### config.mk
export PLATFORM = sky130hd
export DESIGN_NAME = sec_deconv
export DESIGN_NICKNAME = d
export VERILOG_FILES = /design/src/rtl/sec_pkg.sv /design/src/rtl/seg7_to_bcd.sv /design/src/rtl/sec_deconv.sv
export SDC_FILE = /design/constraint.sdc
export NUM_CORES = 1
export LEC_CHECK = 0
export ABC_CLOCK_PERIOD_IN_PS = 4300
export CAP_MARGIN = 20
export CORE_MARGIN = 4
export CORE_UTILIZATION = 57
export CTS_CLUSTER_DIAMETER = 120
export CTS_CLUSTER_SIZE = 40
export DETAILED_ROUTE_END_ITERATION = 10
export HOLD_SLACK_MARGIN = 0.15
export PLACE_DENSITY = 0.8
export REMOVE_ABC_BUFFERS = 1
export SYNTH_ARGS = -nofsm -noshare
export SYNTH_HDL_FRONTEND = slang
export SYNTH_SLANG_ARGS = --single-unit
### constraint.sdc
create_clock -name clk -period 4.3 [get_ports clk]
set_input_delay 0.43 -clock clk [delete_from_list [all_inputs] [get_ports clk]]
set_output_delay 0.43 -clock clk [all_outputs]
set_load 0.02 [all_outputs]
### src/rtl/sec_pkg.sv
`default_nettype none
// +----------------------------------------------------------------------+
// | sec_pkg                                                              |
// | Seven-segment patterns, deconverter FSM states and seconds helpers.  |
// | Revision: 1.0                                                        |
// +----------------------------------------------------------------------+
package sec_pkg;

    // Active-low patterns, written MSB first: bit 6 = g ... bit 0 = a
    localparam logic [6:0] SEG_0 = 7'b1000000;
    localparam logic [6:0] SEG_1 = 7'b1111001;
    localparam logic [6:0] SEG_2 = 7'b0100100;
    localparam logic [6:0] SEG_3 = 7'b0110000;
    localparam logic [6:0] SEG_4 = 7'b0011001;
    localparam logic [6:0] SEG_5 = 7'b0010010;
    localparam logic [6:0] SEG_6 = 7'b0000010;
    localparam logic [6:0] SEG_7 = 7'b1111000;
    localparam logic [6:0] SEG_8 = 7'b0000000;
    localparam logic [6:0] SEG_9 = 7'b0010000;

    localparam logic [5:0] SEC_MAX = 6'd59;

    typedef enum logic [1:0] {
        ST_IDLE      = 2'd0,
        ST_HAVE_ONES = 2'd1,
        ST_HAVE_TENS = 2'd2
    } sec_state_t;

    // Seven bits wide so an out-of-range tens digit stays visible above SEC_MAX
    function automatic logic [6:0] bcd_to_sec(input logic [3:0] tens,
                                              input logic [3:0] ones);
        return ({3'b000, tens} * 7'd10) + {3'b000, ones};
    endfunction

endpackage
`default_nettype wire

### src/rtl/seg7_to_bcd.sv
`default_nettype none
// +----------------------------------------------------------------------+
// | seg7_to_bcd                                                          |
// | Combinational active-low seven-segment to BCD digit decoder.         |
// | Revision: 1.0                                                        |
// +----------------------------------------------------------------------+
module seg7_to_bcd
    import sec_pkg::*;
(
    input  logic [6:0] seg,
    output logic [3:0] digit,
    output logic       valid
);

    always_comb begin
        digit = 4'd0;
        valid = 1'b1;
        case (seg)
            SEG_0:   digit = 4'd0;
            SEG_1:   digit = 4'd1;
            SEG_2:   digit = 4'd2;
            SEG_3:   digit = 4'd3;
            SEG_4:   digit = 4'd4;
            SEG_5:   digit = 4'd5;
            SEG_6:   digit = 4'd6;
            SEG_7:   digit = 4'd7;
            SEG_8:   digit = 4'd8;
            SEG_9:   digit = 4'd9;
            default: valid = 1'b0;
        endcase
    end

endmodule
`default_nettype wire

### src/rtl/sec_deconv.sv
`default_nettype none
// +----------------------------------------------------------------------+
// | sec_deconv                                                           |
// | Rebuilds a 0..59 seconds value from strobed two-digit 7-seg frames.  |
// | Option: SEC_DECONV_DEGLITCH_EN (accept a digit only on repeat).      |
// | Revision: 1.0                                                        |
// +----------------------------------------------------------------------+
module sec_deconv
    import sec_pkg::*;
#(
    parameter int TIMEOUT = 1000
) (
    input  logic       clk,
    input  logic       rst,
    input  logic [6:0] seg,
    input  logic       seg_stb,
    input  logic       dig_sel,
    output logic [5:0] sec_val,
    output logic       sec_vld,
    output logic       err
);

    localparam int CNT_W = $clog2(TIMEOUT + 1);

    sec_state_t       r_state, w_state_next;
    logic [3:0]       r_ones, w_ones_next;
    logic [3:0]       r_tens, w_tens_next;
    logic [CNT_W-1:0] r_cnt, w_cnt_next;
    logic [5:0]       r_sec_val, w_val_next;
    logic             r_sec_vld, w_vld_next;
    logic             r_err, w_err_next;

    logic [3:0]       w_digit;
    logic             w_valid;
    logic             w_accept;
    logic             w_bad;
    logic             w_same;
    logic             w_timeout;
    logic [3:0]       w_frame_tens;
    logic [3:0]       w_frame_ones;
    logic [6:0]       w_sum;

    seg7_to_bcd u_dec (
        .seg   (seg),
        .digit (w_digit),
        .valid (w_valid)
    );

    assign w_bad     = seg_stb && !w_valid;
    assign w_same    = ((r_state == ST_HAVE_TENS) == dig_sel);
    assign w_timeout = (r_state != ST_IDLE) && !seg_stb
                       && (r_cnt == CNT_W'(TIMEOUT - 1));

    // Only meaningful when the strobe completes a frame with the other digit
    assign w_frame_tens = dig_sel ? w_digit : r_tens;
    assign w_frame_ones = dig_sel ? r_ones  : w_digit;
    assign w_sum        = bcd_to_sec(w_frame_tens, w_frame_ones);

`ifdef SEC_DECONV_DEGLITCH_EN
    logic       r_pend_vld, w_pend_vld_next;
    logic       r_pend_sel, w_pend_sel_next;
    logic [6:0] r_pend_seg, w_pend_seg_next;

    assign w_accept = seg_stb && w_valid && r_pend_vld
                      && (r_pend_sel == dig_sel) && (r_pend_seg == seg);

    // A strobe that is not a confirmed repeat becomes the new candidate
    always_comb begin
        w_pend_vld_next = r_pend_vld;
        w_pend_sel_next = r_pend_sel;
        w_pend_seg_next = r_pend_seg;
        if (w_bad || w_timeout || w_accept) begin
            w_pend_vld_next = 1'b0;
        end else if (seg_stb) begin
            w_pend_vld_next = 1'b1;
            w_pend_sel_next = dig_sel;
            w_pend_seg_next = seg;
        end
    end

    always_ff @(posedge clk or posedge rst) begin
        if (rst) begin
            r_pend_vld <= 1'b0;
            r_pend_sel <= 1'b0;
            r_pend_seg <= 7'd0;
        end else begin
            r_pend_vld <= w_pend_vld_next;
            r_pend_sel <= w_pend_sel_next;
            r_pend_seg <= w_pend_seg_next;
        end
    end
`else
    assign w_accept = seg_stb && w_valid;
`endif

    always_comb begin
        w_state_next = r_state;
        w_ones_next  = r_ones;
        w_tens_next  = r_tens;
        w_cnt_next   = r_cnt;
        w_val_next   = r_sec_val;
        w_vld_next   = 1'b0;
        w_err_next   = 1'b0;

        if (w_bad) begin
            w_err_next   = 1'b1;
            w_ones_next  = 4'd0;
            w_tens_next  = 4'd0;
            w_cnt_next   = '0;
            w_state_next = ST_IDLE;
        end else begin
            case (r_state)
                ST_IDLE: begin
                    if (w_accept) begin
                        w_cnt_next = '0;
                        if (dig_sel) begin
                            w_tens_next  = w_digit;
                            w_state_next = ST_HAVE_TENS;
                        end else begin
                            w_ones_next  = w_digit;
                            w_state_next = ST_HAVE_ONES;
                        end
                    end
                end
                ST_HAVE_ONES, ST_HAVE_TENS: begin
                    if (w_accept && w_same) begin
                        if (dig_sel) w_tens_next = w_digit;
                        else         w_ones_next = w_digit;
                        w_cnt_next = '0;
                    end else if (w_accept) begin
                        if (w_sum > {1'b0, SEC_MAX}) begin
                            w_err_next = 1'b1;
                        end else begin
                            w_vld_next = 1'b1;
                            w_val_next = w_sum[5:0];
                        end
                        w_ones_next  = 4'd0;
                        w_tens_next  = 4'd0;
                        w_cnt_next   = '0;
                        w_state_next = ST_IDLE;
                    end else if (seg_stb) begin
                        w_cnt_next = '0;
                    end else if (w_timeout) begin
                        w_err_next   = 1'b1;
                        w_ones_next  = 4'd0;
                        w_tens_next  = 4'd0;
                        w_cnt_next   = '0;
                        w_state_next = ST_IDLE;
                    end else begin
                        w_cnt_next = r_cnt + 1'b1;
                    end
                end
                default: begin
                    w_state_next = ST_IDLE;
                end
            endcase
        end
    end

    always_ff @(posedge clk or posedge rst) begin
        if (rst) begin
            r_state   <= ST_IDLE;
            r_ones    <= 4'd0;
            r_tens    <= 4'd0;
            r_cnt     <= '0;
            r_sec_val <= 6'd0;
            r_sec_vld <= 1'b0;
            r_err     <= 1'b0;
        end else begin
            r_state   <= w_state_next;
            r_ones    <= w_ones_next;
            r_tens    <= w_tens_next;
            r_cnt     <= w_cnt_next;
            r_sec_val <= w_val_next;
            r_sec_vld <= w_vld_next;
            r_err     <= w_err_next;
        end
    end

    assign sec_val = r_sec_val;
    assign sec_vld = r_sec_vld;
    assign err     = r_err;

endmodule
`default_nettype wire

==> flow_metrics.tcl <==
set metrics [dict create \
    status "complete, no violations" \
    antenna_found_initial 0 \
    die_w_um 65.63 \
    seqPwrFrac_pct 40.2 \
    fin_crit_sh_pct 94.11 \
    grt_overflow 0 \
    r2r_end "sec_val[4]" \
    async_flop_share_pct 100.0 \
    fill_cells 253 \
    ctsHtreeMaxLevel 1 \
    initial_core_util_pct 61.01 \
    synth_edf_count 0 \
    regToRegStartpoint "r_tens[3]" \
    drv_cap 0 \
    io_pins 19 \
    cts_buffer_depth 2 \
    worst_slew_pin_slew_ns 1.133 \
    arrival_ns 4.28 \
    p_leak_nw 1.013 \
    fin_setup_tns_ns 0 \
    cts_buffers 3 \
    dpl.hpwl_um 3083 \
    cts-root-buf "clkbuf_4" \
    die_area_um2 4307 \
    synth_cell_types 52 \
    grt_pass1_wl_um 7058 \
    p_int_w 0.0005373 \
    fmax_mhz 247.1 \
    cts_tree "built" \
    finalSetupViolCount 0 \
    mostFrequentLayoutCells "dfrtp_1, clkdlybuf4s50_1, nand2_1" \
    cp_max_fo 8 \
    drive_gt1_share_pct 13.70 \
    pwr-share-clk_pct 21.0 \
    switching_share_pct 35.51 \
    slew_viol_final 0 \
    syn_inst 194 \
    slew_headroom_pct 24.44 \
    post_drt_wl_per_cell_um 15.56 \
    ys_warn_count 0 \
    reg2reg_slack_ns 0.91 \
    rows 20 \
    cts_hold_buf 0 \
    cts_resized 0 \
    power_density_nw_per_um2 376.0 \
    grt_max_degree 29 \
    pre_cts_ws_ns -0.05762 \
    path_clk_slew_ns 0.16 \
    fin_skew_ns 0.006443 \
    clock_sinks 28 \
    power_w 0.0008332 \
    ant_nets 0 \
    area_delta_synth_final_pct 17.05 \
    startpoint_type "primary input" \
    comb_power_share_pct 38.8 \
    synthFlopType "dfrtp_1" \
    n_antenna_cell 0 \
    layout_min_cycle_time_ns 4.047 \
    die_h_um 65.63 \
    ys_ff_latch 28 \
    rsz0062_at_grt "no" \
    hold_path_class "in -> async" \
    gp_congestion 0.8742 \
    final_core_util_pct 71.41 \
    grt_pass1_vias 1498 \
    hold_viol_final 0 \
    endpoint_kind "register" \
    via_per_inst 5.935 \
    portBuffers 18 \
    drt-initial-drc-count 132 \
    grt_usage_pct 20.83 \
    clk_latency_ns 0.33 \
    wl_um 4091 \
    worst_slack_ns 0.2533 \
    cts_setup_buffers 0 \
    ir_worst_vdd_v 0.0002142 \
    fin_nets 242 \
    ys_seq_area_share_pct 37.01 \
    reg2reg_depth 13 \
    critPathRequiredTime_ns 4.54 \
    crit_type "in -> reg" \
    drc_errors 0 \
    switching_power_w 0.0002959 \
    drtPass1Iterations 4 \
    layout_commonest_cell "dfrtp_1" \
    synth.avg_cell_area_um2 9.758 \
    synthesis.area_um2 1893 \
    vias 1561 \
    coreArea_um2 3103 \
]
==> power by group through the flow <==
stage | clock (W) | sequential [W] | combinational (W)
2_1_floorplan | 0 | 0.000356 | 0.000190
3_3_place_gp | 0 | 0.000337 | 0.000303
3_5_place_dp | 0 | 0.000340 | 0.000318
4_1_cts | 0.000175 | 0.000335 | 0.000322
5_1_grt | 0.000191 | 0.000343 | 0.000362
6_report | 0.000175 | 0.000335 | 0.000323
==> through the flow <==
| stage | hold WS (ns) | instance area [um^2] | std cells |
|---|---|---|---|
| global route | 0.4311 | 2216 | 263 |
| CTS | 0.5074 | 2188 | 262 |
| global placement | 0.4712 | 2136 | 258 |
| detailed placement | 0.4742 | 2136 | 258 |
| floorplan | 0.4486 | 1833 | 187 |
| finish | 0.4052 | 2216 | 263 |
==> synth_stat cells (3+ instances only) <==
cell	n	area share, %
a21oi_1	15	4.0
or3_1	4	1.3
mux2i_1	6	3.2
xnor2_1	5	2.3
o31ai_1	4	1.6
o21ai_0	6	1.6
inv_1	13	2.6
mux2_2	5	3.0
nor2_1	8	1.6
dfrtp_1	28	37
nand2_1	16	3.2
o21ai_1	7	1.9
nand3_1	7	1.9
or4_1	4	1.6
mux2_4	3	2.4
ha_1	9	5.9
xor2_1	3	1.4
a32o_1	4	2.1
o2bb2ai_1	4	1.9
==> worst max-delay path, stage by stage <==
cell,delay (ns)
clkdlybuf4s50_1,0.54
nor4_1,0.40
o21ai_0,0.14
o21ai_0,0.14
mux2_2,0.25
ha_1,0.23
ha_1,0.21
fa_1,0.52
a21oi_1,0.19
nor3_1,0.08
maj3_1,0.35
o22ai_1,0.18
nand4bb_1,0.12
buf_4,0.19
mux2_4,0.30
==> routing by layer <==
metal / global-route usage [%] / vias to the layer above / routed length (um)
li1: - / 767 / -
met1: 27.45 / 751 / 1798
met2: 35.54 / 37 / 2082
met3: 3.248 / 6 / 168
met4: 5.181 / 0 / 42
met5: 0 / - / 0
==> flip-flops by register name (all words and copies together), names as in the netlist <==
signal   count
sec_vld      1
r_cnt       10
sec_val      6
r_ones       4
err          1
r_tens       4
r_state      2
==> final cells by class <==
class / instances / area, um^2 / share of cell area, %
clock buffers: 3 / 22.52 / 1.016
multi-input cells: 145 / 1080 / 48.73
clock inverters: 1 / 30.03 / 1.355
well taps: 44 / 55.05 / 2.484
repair buffers: 28 / 275.3 / 12.42
flip-flops and latches: 28 / 700.7 / 31.62
inverters: 14 / 52.55 / 2.372
==> how the worst max path moves through the flow <==
| stage | start | to | slack (ns) | cells past startpoint |
|---|---|---|---|---|
| 6_report | seg[6] | sec_val[4] | 0.25 | 15 |
| 5_1_grt | seg[3] | sec_val[5] | 0.16 | 15 |
| 4_1_cts | seg[6] | sec_val[4] | 0.29 | 15 |
| 3_5_place_dp | seg[6] | sec_val[5] | -0.06 | 15 |
| 3_3_place_gp | seg[2] | sec_val[1] | 0.13 | 15 |
| 2_1_floorplan | seg[1] | sec_val[1] | 0.57 | 13 |
==> cells by family after synthesis <==
family / share of synthesized area (%)
and+or+nand+nor: 18.04
AOI/OAI and AO/OA: 18.18
DFF: 37.01
buffers and inverters: 5.947
muxes: 8.526
adders and majority gates: 8.592
xor gates and xnor gates: 3.701
Note: power is estimated with default switching activity, not from simulation.
